===== config.mk =====
export PLATFORM = sky130hd
export DESIGN_NAME = mem_arbiter
export DESIGN_NICKNAME = d
export VERILOG_FILES = /design/src/rtl/mem_arb_pkg.sv /design/src/rtl/rr_pick2.sv /design/src/rtl/mem_arbiter.sv
export SDC_FILE = /design/constraint.sdc
export NUM_CORES = 1
export LEC_CHECK = 0
export BUFFER_PORTS_ARGS = -buffer_cell sky130_fd_sc_hd__buf_2
export CAP_MARGIN = 20
export CORE_AREA = 2 2 123 125
export CTS_BUF_LIST = sky130_fd_sc_hd__clkbuf_8
export CTS_CLUSTER_DIAMETER = 200
export DETAILED_ROUTE_END_ITERATION = 16
export DIE_AREA = 0 0 125 127
export SYNTH_ARGS = -nofsm -noshare
export SYNTH_HDL_FRONTEND = slang
export SYNTH_HIERARCHICAL = 1
export SYNTH_SLANG_ARGS = --single-unit

===== constraint.sdc =====
create_clock -name clk_i -period 2.65 [get_ports clk_i]
set_clock_uncertainty 0.05 [all_clocks]
set_input_delay 0.53 -clock clk_i [delete_from_list [all_inputs] [get_ports clk_i]]
set_output_delay 0.53 -clock clk_i [all_outputs]
set_load 0.01 [all_outputs]

===== src/rtl/mem_arb_pkg.sv =====
// mem_arb_pkg: shared types and constants for the two-port memory arbiter.
//   arb_state_e - arbiter sequencing state (idle, read response due, write commit)
//   REQ_FETCH / REQ_DATA - requester indices into the [1:0] request vectors
//   arb_req_t   - one requester's transaction fields, gathered for muxing
package mem_arb_pkg;

    typedef enum logic [1:0] {
        S_IDLE,
        S_RD,
        S_WR
    } arb_state_e;

    localparam int unsigned REQ_FETCH  = 0;
    localparam int unsigned REQ_DATA   = 1;
    localparam int unsigned ARB_ADDR_W = 32;

    typedef struct packed {
        logic                  we;
        logic [1:0]            acc;
        logic                  sext;
        logic [ARB_ADDR_W-1:0] addr;
        logic [31:0]           wdata;
    } arb_req_t;

endpackage


===== src/rtl/rr_pick2.sv =====
// rr_pick2: combinational 2-way round-robin select.
//   req_i    - request valid per port (bit 0 = fetch, bit 1 = data)
//   last_i   - index of the port granted most recently
//   winner_o - selected port index (meaningful only when valid_o)
//   valid_o  - at least one port is requesting
module rr_pick2
    import mem_arb_pkg::*;
(
    input  logic [1:0] req_i,
    input  logic       last_i,
    output logic       winner_o,
    output logic       valid_o
);

    always_comb begin
        valid_o  = |req_i;
        winner_o = 1'(REQ_FETCH);
        // Data wins when it is alone, or on contention when fetch went last.
        if (req_i[REQ_DATA] && (!req_i[REQ_FETCH] || (last_i == 1'(REQ_FETCH)))) begin
            winner_o = 1'(REQ_DATA);
        end
    end

endmodule


===== src/rtl/mem_arbiter.sv =====
// mem_arbiter: shares one mem_control between instruction fetch (port 0) and data
// load/store (port 1). Round-robin arbitration; reads pipeline one per cycle with a
// fixed one-cycle response, writes take a grant cycle plus a commit cycle.
// The instantiating level ties mem_control.rstn_i to ~rst_i.
//   clk_i, rst_i        - clock, synchronous active-high reset
//   req_i/we_i/acc_i/sext_i/addr_i/wdata_i - per-port request, held until granted
//   gnt_o               - one-hot (or zero) acceptance, combinational
//   rvalid_o, rdata_o   - read response to the owning port, one cycle after grant
//   mc_r_en_o, mc_sext_o, mc_acc_r_o, mc_addr_r_o, mc_data_r_i - memory read port
//   mc_wr_en_o, mc_acc_w_o, mc_addr_w_o, mc_data_w_o, mc_wr_ready_i - memory write port
module mem_arbiter
    import mem_arb_pkg::*;
#(
    parameter int unsigned ADDR_W = ARB_ADDR_W
) (
    input  logic                   clk_i,
    input  logic                   rst_i,
    input  logic [1:0]             req_i,
    input  logic [1:0]             we_i,
    input  logic [1:0][1:0]        acc_i,
    input  logic [1:0]             sext_i,
    input  logic [1:0][ADDR_W-1:0] addr_i,
    input  logic [1:0][31:0]       wdata_i,
    output logic [1:0]             gnt_o,
    output logic [1:0]             rvalid_o,
    output logic [31:0]            rdata_o,
    output logic                   mc_r_en_o,
    output logic                   mc_sext_o,
    output logic [1:0]             mc_acc_r_o,
    output logic [ADDR_W-1:0]      mc_addr_r_o,
    input  logic [31:0]            mc_data_r_i,
    output logic                   mc_wr_en_o,
    output logic [1:0]             mc_acc_w_o,
    output logic [ADDR_W-1:0]      mc_addr_w_o,
    output logic [31:0]            mc_data_w_o,
    input  logic                   mc_wr_ready_i
);

    arb_state_e        state_q;
    logic              last_q;
    logic              rd_owner_q;
    logic [1:0]        hold_acc_q;
    logic [ADDR_W-1:0] hold_addr_q;
    logic [31:0]       hold_data_q;

    arb_req_t [1:0] rq;
    arb_req_t       sel;
    logic           win;
    logic           win_valid;
    logic           rd_gnt;
    logic           wr_gnt;

    always_comb begin
        for (int i = 0; i < 2; i++) begin
            rq[i].we    = we_i[i];
            rq[i].acc   = acc_i[i];
            rq[i].sext  = sext_i[i];
            rq[i].addr  = ARB_ADDR_W'(addr_i[i]);
            rq[i].wdata = wdata_i[i];
        end
    end

    rr_pick2 u_pick (
        .req_i   (req_i),
        .last_i  (last_q),
        .winner_o(win),
        .valid_o (win_valid)
    );

    // Only the round-robin winner is considered; an ineligible winner blocks the
    // cycle rather than letting the loser through, so neither port can starve.
    always_comb begin
        sel    = rq[win];
        rd_gnt = 1'b0;
        wr_gnt = 1'b0;
        if (!rst_i && win_valid) begin
            if (!sel.we) begin
                rd_gnt = (state_q == S_IDLE) || (state_q == S_RD);
            end else begin
                wr_gnt = (state_q == S_IDLE) && mc_wr_ready_i;
            end
        end
    end

    always_comb begin
        gnt_o       = '0;
        rvalid_o    = '0;
        rdata_o     = '0;
        mc_r_en_o   = 1'b0;
        mc_sext_o   = 1'b0;
        mc_acc_r_o  = '0;
        mc_addr_r_o = '0;
        mc_wr_en_o  = 1'b0;
        mc_acc_w_o  = '0;
        mc_addr_w_o = '0;
        mc_data_w_o = '0;

        if (rd_gnt || wr_gnt) begin
            gnt_o[win] = 1'b1;
        end

        if (rd_gnt) begin
            mc_r_en_o   = 1'b1;
            mc_sext_o   = sel.sext;
            mc_acc_r_o  = sel.acc;
            mc_addr_r_o = ADDR_W'(sel.addr);
        end

        // Read enable stays high in the response cycle so mem_control presents data.
        if (!rst_i && (state_q == S_RD)) begin
            mc_r_en_o            = 1'b1;
            rvalid_o[rd_owner_q] = 1'b1;
            rdata_o              = mc_data_r_i;
        end

        if (wr_gnt) begin
            mc_wr_en_o  = 1'b1;
            mc_acc_w_o  = sel.acc;
            mc_addr_w_o = ADDR_W'(sel.addr);
            mc_data_w_o = sel.wdata;
        end else if (!rst_i && (state_q == S_WR)) begin
            mc_acc_w_o  = hold_acc_q;
            mc_addr_w_o = hold_addr_q;
            mc_data_w_o = hold_data_q;
        end
    end

    always_ff @(posedge clk_i) begin
        if (rst_i) begin
            state_q     <= S_IDLE;
            last_q      <= 1'(REQ_DATA);
            rd_owner_q  <= 1'(REQ_FETCH);
            hold_acc_q  <= '0;
            hold_addr_q <= '0;
            hold_data_q <= '0;
        end else begin
            if (rd_gnt || wr_gnt) begin
                last_q <= win;
            end
            if (rd_gnt) begin
                rd_owner_q <= win;
            end
            if (wr_gnt) begin
                hold_acc_q  <= sel.acc;
                hold_addr_q <= ADDR_W'(sel.addr);
                hold_data_q <= sel.wdata;
            end
            unique case (state_q)
                S_IDLE, S_RD: begin
                    if (wr_gnt) begin
                        state_q <= S_WR;
                    end else if (rd_gnt) begin
                        state_q <= S_RD;
                    end else begin
                        state_q <= S_IDLE;
                    end
                end
                S_WR:    state_q <= S_IDLE;
                default: state_q <= S_IDLE;
            endcase
        end
    end

endmodule


Word-level counts from Yosys, hierarchy flattened --
Index checks and enable logic that the tools add are counted.
Word-level totals: bits in registers 70, bits of input ports 173, output and inout bits 139
Cells by class: order comparisons 4, equal/unequal tests 2, muxes and demuxes 28, bitwise gates (word level) 2, reduce and logical (&&, ||, !) cells 17
Operators by type and width (number):
- $mux 32 | 6
- $mux 68 | 2
- $mux 1 | 12
- $mux 2 | 6
- $logic_and 1x1->1 | 7
- $reduce_or 2->1 | 3
- $lt 1x2->1 const B | 2
- $logic_or 1x1->1 | 3
- $reduce_or 3->1 | 1
- $demux 1 s1 | 2
- $eq 2x1->1 const B | 1
- $eq 2x2->1 const B | 1
- $ge 1x1->1 const B | 2
- $logic_not 1->1 | 2
- $logic_not 2->1 | 1
- $not 1->1 | 2

Longest topological paths before layout --
depth after elaboration 10, gate-level depth with buffers 9

Hierarchy --
The synthesis kept the hierarchy.
Modules (own cells, without submodules):
- mem_arbiter | times used 1, cells each 564, area an instance 4541.9 µm²
- rr_pick2 | times used 1, cells each 2, area an instance 13.8 µm²

Least setup slack after synthesis --
No wires, ideal clock.
path type input-to-output, from input req_i[1], to output mc_acc_r_o[0], arrival 1.871 ns, setup slack 0.199 ns, stages on the path 7, buffers on the path 3, cell sequence a21boi_0 -> buf_2 -> mux2_4 -> nand2b_1 -> clkbuf_1 -> buf_2 -> nor2_1
On the way: longest elaborated chain between the ends 7
RTL lines:
- start, declared | line mem_arbiter.sv:18 | input logic [1:0] req_i,
- $logic_and 1x1->1 | line rr_pick2.sv:19 | if (req_i[REQ_DATA] && (!req_i[REQ_FETCH] || (last_i == 1'(REQ_FETCH)))) begin
- $mux 1 | line rr_pick2.sv:19
- $mux 68 (implied by the code) (2 in a row) | line mem_arbiter.sv:73 | sel = rq[win];
- $mux 1 | line mem_arbiter.sv:77 | if (!sel.we) begin
- $mux 1 | line mem_arbiter.sv:76 | if (!rst_i && win_valid) begin
- $mux 2 * | line mem_arbiter.sv:102 | if (rd_gnt) begin
- end, declared | line mem_arbiter.sv:29 | output logic [1:0] mc_acc_r_o,
Mark *: on every way between the ends. The rest lies on a longest branch, timed or not. The select of a mux whose other input is x is not followed.

Worst setup path in the final report --
from register last_q, to output mc_addr_w_o[29]
On the way: longest elaborated chain between the ends 9
RTL lines:
- start, declared | line mem_arbiter.sv:40 | logic last_q;
- start signal, assigned | line mem_arbiter.sv:131 | last_q <= 1'(REQ_DATA);
- start signal, assigned | line mem_arbiter.sv:138 | last_q <= win;
- $not 1->1 * | line rr_pick2.sv:19
- $logic_or 1x1->1 * | line rr_pick2.sv:19
- $logic_and 1x1->1 * | line rr_pick2.sv:19
- $mux 1 * | line rr_pick2.sv:19
- named net win | line mem_arbiter.sv:48 | logic win;
- $mux 68 (implied by the code) * (2 in a row) | line mem_arbiter.sv:73
- $mux 1 | line mem_arbiter.sv:77
- $mux 1 | line mem_arbiter.sv:76
- $mux 32 * | line mem_arbiter.sv:116 | if (wr_gnt) begin
- end, declared | line mem_arbiter.sv:34 | output logic [ADDR_W-1:0] mc_addr_w_o,
The timed path passes the listed nets; every way through them passes the cells marked *. The select of a mux whose other input is x is not followed.

==> metrics.txt <==
layout cells sized above 1 0.483; Setup Viol. Count Final 0; Cell Rows 44; CTS H-tree depth 3; crit path kind register to primary output; vias in the first global route 5,081; Clock Sink Count 70; boundary pin count 312; GR Overflow Total 0; core area 14,400 sq um; Req. time, crit path 2070 ps; number of hold buffers added after cts 0; Die X 125 microns; vias per cell 5.12; syn avg cell area 8.05 sq um; Via Count 5,511; unrepaired setup endpoints after global routing false; Peak Freq 393 MHz; CTS tree built; Root Buffer clkbuf_8; R2R Path End hold_addr_q[9]; NumNets Final 1,060; critical path capture point type primary output; reg2reg path depth 7; Tot Pwr 2.90 mW; CP Cell Sequence a21boi_4 -> buf_4 -> buf_12 -> mux2i_1 -> o21ai_0 -> buf_2; status completed; Synth cell types 27; post-synthesis register bit count 70; Worst R2R Setup Slack 560 ps; die area 15,900 sq um; first-pass GRT wire length 25.7 mm; wire length per cell 15.2 microns; Post-DRT Antenna Nets 0; slowest stage delay, CP 360 ps; DR DRC count 0; number of CTS-inserted buffers 9; setup tns final 0 ps; CP arrival 1960 ps; synthesized area 4560 sq um; clk_lat worst skew 340 ps; highest-delay cell along the critical path mux2i_1; First-pass DRT Iterations 4; worst min-delay path startpoint hold_data_q[12]; Hold Vio Cnt, Final 0; max_cap viols 0; LEAKAGE 3.37 nW; Worst-Margin Slew 766 ps; Crit Path Max Fanout 37; Die Span Y 127 microns; clock-pin slew on the worst setup and hold paths 80 ps; Ant. Diodes 0; final period utilization 0.960; Starting Density 0.316; initial antenna violation count 1; Tot GR Track Use 0.194; HP Class register to register; P&R area growth vs syn 49.8%; Hold Path Stages 2; Starting DRT DRC Count 252; clock buffer depth 2; Synth Warn # 6; pin count of the biggest net entering global routing 67; post-route minimum period 2540 ps; Max Transition Viols Final 0; crit path launch type register; net count after synthesis 739; drt total wl 16.4 mm; PD cells 425 nW/um^2; R2R Path Start last_q; Peak VDD IR 0.233 mV; Port Buffers 311; Hold Path Sink hold_data_q[12]; Post-Syn Instances 566; DP Wirelength 11.4 mm; RD Place Congestion 0.731; max_slew headroom 0.489; Seq/Total Area, Yosys 0.308
==> worst max-delay path: cells and delay by family (launching register included) <==
| kind | cells | cell delay (ps) |
|---|---|---|
| multiplexers | 1 | 360 |
| flip-flops | 1 | 350 |
| AO/OA/AOI/OAI | 2 | 330 |
| buffers and inverters | 3 | 560 |
==> worst max path at each step <==
stage                     depth (start not counted)         endpoint  slack [ps]      from
after floorplan                                   7    mc_acc_r_o[0]         200  req_i[1]
after global routing                              6  mc_addr_w_o[29]         0.2    last_q
after CTS                                         6  mc_data_w_o[26]          50    last_q
final                                             6  mc_addr_w_o[29]         110    last_q
after detailed placement                          7  mc_data_w_o[26]         130  req_i[0]
after global placement                            7   mc_addr_w_o[1]         180  req_i[0]
==> power by group <==
part | leakage [nW] | switching, mW | internal [mW] | total, mW
Sequential | 0.570 | 0.0323 | 1.11 | 1.14
Combinational | 2.69 | 0.469 | 0.410 | 0.879
Clock | 0.110 | 0.402 | 0.479 | 0.881
Total | 3.37 | 0.904 | 2.00 | 2.90
==> layout make-up <==
cell class,count,area [sq um]
fillers,1490,7600
multi-input cells,424,2840
repair buffers,379,2140
flip-flops and latches,70,1400
well taps,184,230
clock buffers,11,151
clock inverters,5,48.8
inverters,3,11.3
==> placed cells by master (no fill, tap or decap), types with 2 or more instances in the layout <==
master,n
a21oi_1,2
nor2_1,39
buf_12,6
inv_1,3
buf_2,310
clkinv_2,3
dfxtp_1,70
mux2i_1,68
o21ai_0,66
a31oi_1,66
a211oi_2,30
and3_1,34
clkbuf_8,11
buf_4,63
a211oi_1,36
nand2b_1,3
nand2_1,69
o21ai_1,2
==> cell families (layout without fill, tap and decap cells) <==
family          after synthesis  in the layout  synth area share
compound gates              203            203             0.311
simple gates                152            152             0.154
buf+inv                      72            398            0.0747
flops                        70             70             0.308
mux                          69             69             0.153
==> cells in the mapped netlist, drive strengths merged <==
cell / count / area, sq um
a211oi: 66 / 646
dfxtp: 70 / 1400
nor2: 39 / 146
a21oi: 2 / 10.0
nor2b: 1 / 8.76
or2: 1 / 6.26
a21boi: 1 / 7.51
mux2i: 68 / 681
nand2: 69 / 259
o21ai: 68 / 340
a31oi: 66 / 413
and2: 1 / 6.26
nand3: 1 / 10.0
clkbuf: 39 / 146
and3: 34 / 213
nand2b: 3 / 18.8
inv: 3 / 11.3
mux2: 1 / 15.0
nor3b: 3 / 33.8
buf: 30 / 183
==> layer usage <==
| layer | routed length, microns | GRT usage | part of all wire |
|---|---|---|---|
| met5 | 9 | 0 | 0.00055 |
| met1 | 6810 | 0.232 | 0.42 |
| met4 | 224 | 0.0569 | 0.014 |
| met2 | 8390 | 0.356 | 0.51 |
| met3 | 943 | 0.0348 | 0.058 |
==> stage by stage <==
| stage | util | hold WS [ps] | cell area [sq um] | instances | worst slack [ps] |
|---|---|---|---|---|---|
| floorplan | - | 423 | 4560 | 566 | 199 |
| global placement | 0.458 | 483 | 6610 | 1058 | 177 |
| detailed placement | 0.458 | 491 | 6610 | 1058 | 130 |
| CTS | 0.472 | 463 | 6810 | 1074 | 55.0 |
| global route | 0.473 | 494 | 6820 | 1076 | 0.168 |
| finish | 0.473 | 502 | 6820 | 1076 | 107 |
==> sequential cells by signal (all words and copies together) (netlist names) <==
| name | flops |
|---|---|
| rd_owner_q | 1 |
| hold_addr_q | 32 |
| hold_acc_q | 2 |
| hold_data_q | 32 |
| last_q | 1 |
| state_q | 2 |
==> repair_timing <==
action / in CTS / in global routing
setup buffers: 0 / 2
hold endpoints to repair: 0 / 0
setup endpoints to repair: 0 / 49
gates resized for setup: 0 / 0
Power figures use the tool's default switching activity.
